===== config.mk =====
export PLATFORM = sky130hd
export DESIGN_NAME = addsub_pipe
export DESIGN_NICKNAME = d
export VERILOG_FILES = /design/src/rtl/addsub_pipe.sv
export SDC_FILE = /design/constraint.sdc
export NUM_CORES = 1
export LEC_CHECK = 0
export BUFFER_PORTS_ARGS = -buffer_cell sky130_fd_sc_hd__buf_2
export CORE_MARGIN = 2
export CORE_UTILIZATION = 35
export DETAILED_ROUTE_END_ITERATION = 10
export GPL_ROUTABILITY_DRIVEN = 1
export GPL_TIMING_DRIVEN = 0
export PLACE_DENSITY = 0.63
export REMOVE_ABC_BUFFERS = 1
export SYNTH_ARGS = -nofsm -noshare
export SYNTH_HDL_FRONTEND = slang
export SYNTH_SLANG_ARGS = --single-unit

===== constraint.sdc =====
create_clock -name clk -period 12.2 [get_ports clk]
set_clock_uncertainty 0.2 [all_clocks]
set_input_delay 3.66 -clock clk [delete_from_list [all_inputs] [get_ports clk]]
set_output_delay 3.66 -clock clk [all_outputs]
set_load 0.02 [all_outputs]

===== src/rtl/addsub_pipe.sv =====
// Carry-pipelined N_BIT adder/subtractor with valid/ready handshakes on both sides.
// Define ADDSUB_PIPE_SAT_EN to add the in_sat port and signed saturation of overflowing results.
module addsub_pipe #(
  parameter int N_BIT    = 32,
  parameter int N_STAGES = 4
) (
  input  logic             clk,
  input  logic             rst,
  input  logic             in_valid,
  output logic             in_ready,
  input  logic [N_BIT-1:0] in_a,
  input  logic [N_BIT-1:0] in_b,
  input  logic             in_cin,
  input  logic             in_sub,
`ifdef ADDSUB_PIPE_SAT_EN
  input  logic             in_sat,
`endif
  output logic             out_valid,
  input  logic             out_ready,
  output logic [N_BIT-1:0] out_sum,
  output logic             out_cout,
  output logic             out_ovf
);

  localparam int SEG  = (N_STAGES > 0) ? N_BIT / N_STAGES : N_BIT;
  localparam int LAST = N_STAGES - 1;

  if (N_STAGES < 1 || N_STAGES > N_BIT) begin : g_bad_stages
    $error("addsub_pipe: N_STAGES must lie in 1..N_BIT");
  end else if (N_BIT % N_STAGES != 0) begin : g_bad_split
    $error("addsub_pipe: N_BIT must be a multiple of N_STAGES");
  end

  logic                adv;
  logic [N_STAGES-1:0] vld_q, vld_d;
  logic [N_STAGES-1:0] cy_q, cy_d;
  logic                ovf_q, ovf_d;
  logic [N_BIT-1:0]    a_q   [N_STAGES];
  logic [N_BIT-1:0]    a_d   [N_STAGES];
  logic [N_BIT-1:0]    b_q   [N_STAGES];
  logic [N_BIT-1:0]    b_d   [N_STAGES];
  logic [N_BIT-1:0]    sum_q [N_STAGES];
  logic [N_BIT-1:0]    sum_d [N_STAGES];

  logic [N_BIT-1:0]    src_a   [N_STAGES];
  logic [N_BIT-1:0]    src_b   [N_STAGES];
  logic [N_BIT-1:0]    src_sum [N_STAGES];
  logic [N_STAGES-1:0] src_c;
  logic [N_STAGES-1:0] src_v;
  logic [SEG:0]        seg_res [N_STAGES];
  logic [N_BIT-1:0]    top_sum;
  logic                top_ovf;

`ifdef ADDSUB_PIPE_SAT_EN
  logic [N_STAGES-1:0] sat_q, sat_d;
  logic [N_STAGES-1:0] src_sat;
`endif

  assign adv       = !vld_q[LAST] || out_ready;
  assign in_ready  = adv;
  assign out_valid = vld_q[LAST];
  assign out_sum   = sum_q[LAST];
  assign out_cout  = cy_q[LAST];
  assign out_ovf   = ovf_q;

  // Stage 0 sees the (already inverted for subtract) input beat; stage k sees stage k-1.
  always_comb begin
    src_a[0]   = in_a;
    src_b[0]   = in_sub ? ~in_b : in_b;
    src_c[0]   = in_sub ^ in_cin;
    src_sum[0] = '0;
    src_v[0]   = in_valid;
`ifdef ADDSUB_PIPE_SAT_EN
    src_sat[0] = in_sat;
`endif
    for (int k = 1; k < N_STAGES; k++) begin
      src_a[k]   = a_q[k-1];
      src_b[k]   = b_q[k-1];
      src_c[k]   = cy_q[k-1];
      src_sum[k] = sum_q[k-1];
      src_v[k]   = vld_q[k-1];
`ifdef ADDSUB_PIPE_SAT_EN
      src_sat[k] = sat_q[k-1];
`endif
    end
  end

  always_comb begin
    for (int k = 0; k < N_STAGES; k++) begin
      seg_res[k] = {1'b0, src_a[k][k*SEG +: SEG]}
                 + {1'b0, src_b[k][k*SEG +: SEG]}
                 + {{SEG{1'b0}}, src_c[k]};
    end
    top_sum = src_sum[LAST];
    top_sum[LAST*SEG +: SEG] = seg_res[LAST][SEG-1:0];
    top_ovf = (src_a[LAST][N_BIT-1] == src_b[LAST][N_BIT-1])
           && (top_sum[N_BIT-1] != src_a[LAST][N_BIT-1]);
`ifdef ADDSUB_PIPE_SAT_EN
    // Clamp toward the sign of A, which is the sign the true result carries on overflow.
    if (src_sat[LAST] && top_ovf) begin
      top_sum = src_a[LAST][N_BIT-1] ? {1'b1, {(N_BIT-1){1'b0}}}
                                     : {1'b0, {(N_BIT-1){1'b1}}};
    end
`endif
  end

  always_comb begin
    vld_d = vld_q;
    cy_d  = cy_q;
    ovf_d = ovf_q;
`ifdef ADDSUB_PIPE_SAT_EN
    sat_d = sat_q;
`endif
    for (int k = 0; k < N_STAGES; k++) begin
      a_d[k]   = a_q[k];
      b_d[k]   = b_q[k];
      sum_d[k] = sum_q[k];
    end
    if (adv) begin
      vld_d = src_v;
`ifdef ADDSUB_PIPE_SAT_EN
      sat_d = src_sat;
`endif
      for (int k = 0; k < N_STAGES; k++) begin
        a_d[k]   = src_a[k];
        b_d[k]   = src_b[k];
        cy_d[k]  = seg_res[k][SEG];
        sum_d[k] = src_sum[k];
        sum_d[k][k*SEG +: SEG] = seg_res[k][SEG-1:0];
      end
      sum_d[LAST] = top_sum;
      ovf_d       = top_ovf;
    end
  end

  // Only valid bits and the visible output registers are cleared; operand skew regs need no reset.
  always_ff @(posedge clk) begin
    if (rst) begin
      vld_q       <= '0;
      sum_q[LAST] <= '0;
      cy_q[LAST]  <= 1'b0;
      ovf_q       <= 1'b0;
    end else begin
      vld_q <= vld_d;
      cy_q  <= cy_d;
      ovf_q <= ovf_d;
`ifdef ADDSUB_PIPE_SAT_EN
      sat_q <= sat_d;
`endif
      for (int k = 0; k < N_STAGES; k++) begin
        a_q[k]   <= a_d[k];
        b_q[k]   <= b_d[k];
        sum_q[k] <= sum_d[k];
      end
    end
  end

endmodule


==> results.cfg <==
[sta]
rsz0062_at_grt = no
final-max-slew-violation-count = 0
period_share_pct = 72.0
setup_viol = 0
layout_min_cycle_time_ps = 8780
hold_ws_ps = 214
fmax_ghz = 0.114
finalHoldViolCount = 0
max-slew-margin-rel_pct = 32.3
max_slew.worst_pin.slew_ps = 1020

[yosys]
syn-cell-area_um2 = 7310
post_synth_inst_count = 506
ys_types = 40
yosys_warnings = 0
seq_area_frac_synth_pct = 70.8
ys_top_cells_by_area = edfxtp_1, dfxtp_1, xor2_1
avgSynthCellArea_um2 = 14.4
synthFlopType = edfxtp_1
synth_area_leader_cell = edfxtp_1
synth-async-reset-ratio_pct = 0
ys_ff_latch = 185
synth_edf_count = 147
synth_top_area_share_pct = 60.4

[finish]
num_antenna_cells = 0
syn2layout_area_growth_pct = 20.6
final_util_pct = 43.3
layout.nets = 725
drive_gt1_share_pct = 23.6
fin_area_um2 = 8810

[setup_path]
cp.arrival_ps = 4920
end_kind = output pin
crit_fanout = 34
critPathLaunchType = input pin
critical_path_class = input pin to output pin
required_ps = 8340

[clock_network]
post-cts-setup-buffers = 0
cts-root-buf = clkbuf_16
cts.sinks = 185
cts_tree = yes
cts_buffers = 17
cts_hold_buf = 0
worstSkewPairLatency_ps = 420
clk_path_buf_depth = 2
htreeDepth = 4
ctsResizeCount = 0
path_clk_slew_ps = 70

[floorplan]
die_x_um = 148
start_util_pct = 35.9
die-area_um2 = 22000
coreArea_um2 = 20400
std_cell_rows = 52
ios = 106
die-height_um = 148

[place]
gp_congestion = 0.781
hpwl_um = 8000
place_area_um2 = 8220
io_buffers = 105

[run_status]
status = finished, final reports clean

[route]
antenna_left = 0
drc = 0
drt-total-wl_um = 11800
dr_total_vias = 4075
firstDrtPassIters = 4
viasPerCell = 4.52
wl_per_cell_um = 13.0
drt-initial-drc-count = 151

[global_routing]
antenna_found_initial = 0
grt_pass1_vias = 4098
track_usage_pct = 11.1
overflow = 0
grt_max_degree = 43
grt_pass1_wl_um = 19000

[pwr]
peakVddDrop_mv = 0.0864
p_leak_nw = 3.48
p_per_area_nw_per_um2 = 169
total_power_mw = 1.49

[min_path]
hp-class = flop to flop

[run]
max_cap_viol_count = 0
==> flip-flops by register name (all words and copies together) (netlist names) <==
name / count
b_q: 48
sum_q: 80
cy_q: 4
a_q: 48
vld_q: 4
out_ovf: 1
==> metal layers <==
metal / up-vias / share of wire, % / track usage [%]
met5: - / 0 / 0
met4: 0 / 1.3 / 4.67
met3: 10 / 4.6 / 3.59
met2: 76 / 51 / 19.4
met1: 1948 / 43 / 12.5
li1: 2041 / - / -
==> path summary, 6_finish.rpt <==
path                                      startpoint                    to  cells past startpoint  slack, ps
worst min register to register  a_q[1][30]$_DFFE_PP_  a_q[2][30]$_DFFE_PP_                      0        210
worst max-delay path                       out_ready              in_ready                      5       3420
worst max register to register     cy_q[1]$_DFFE_PP_     cy_q[2]$_DFFE_PP_                      7       9510
worst min-delay path            a_q[1][30]$_DFFE_PP_  a_q[2][30]$_DFFE_PP_                      0        210
==> critical path, stage by stage <==
cell     delay, ps
buf_2          110
nor2b_4        360
buf_12         240
inv_2          270
buf_2          260
==> placed cells by master, fill, tap and decap left out, types with 4 or more instances in the layout <==
cell / instances
a211oi_1: 4
a21oi_1: 40
buf_12: 5
buf_2: 105
clkbuf_16: 17
clkinv_1: 4
dfxtp_1: 38
edfxtp_1: 147
fa_1: 8
ha_1: 28
inv_1: 14
nand2_1: 72
nand3_1: 7
nor2_1: 20
nor3_1: 16
nor4_1: 4
o211ai_1: 4
o21ai_0: 4
xnor2_1: 12
xor2_1: 41
==> cells by family (layout without fill, tap and decap cells) <==
family	after synthesis	after routing	synth area share, %
AO/OA/AOI/OAI	69	69	6.16
XOR/XNOR	53	53	6.35
adder cells (fa/ha/maj)	36	36	6.99
buffers and inverters	31	157	1.73
flip-flops	185	185	70.8
multiplexers	3	3	0.411
AND/OR/NAND/NOR	129	129	7.53
==> cell type report <==
| cell class | count | area (µm²) |
|---|---|---|
| Fill cell | 1851 | 11600 |
| Sequential cell | 185 | 5170 |
| Multi-Input combinational cell | 290 | 2020 |
| Timing Repair Buffer | 110 | 626 |
| Clock buffer | 17 | 425 |
| Tap cell | 270 | 338 |
| Clock inverter | 15 | 173 |
| Inverter | 15 | 56.3 |
==> Yosys cell counts (all sizes together), types with 4 or more instances <==
cell type	count
edfxtp	147
nand2	72
xor2	41
a21oi	40
dfxtp	38
ha	28
nor2	21
nor3	16
inv	15
xnor2	12
buf	11
fa	8
nand3	7
a211oi	5
clkbuf	5
o211ai	5
o21ai	5
nor2b	4
nor4	4
==> per-stage QoR <==
step	cells	setup slack [ps]	setup TNS, ps
floorplan	490	1040	0
global placement	865	-2630	-385090
detailed placement	870	3390	0
CTS	902	3390	0
global route	902	3310	0
finish	902	3420	0
==> power breakdown <==
part	total (mW)	internal, mW	switching, mW
sequential	0.773	0.754	0.0186
clock	0.556	0.323	0.232
combinational	0.164	0.0695	0.0943
Power figures use the tool's default switching activity.
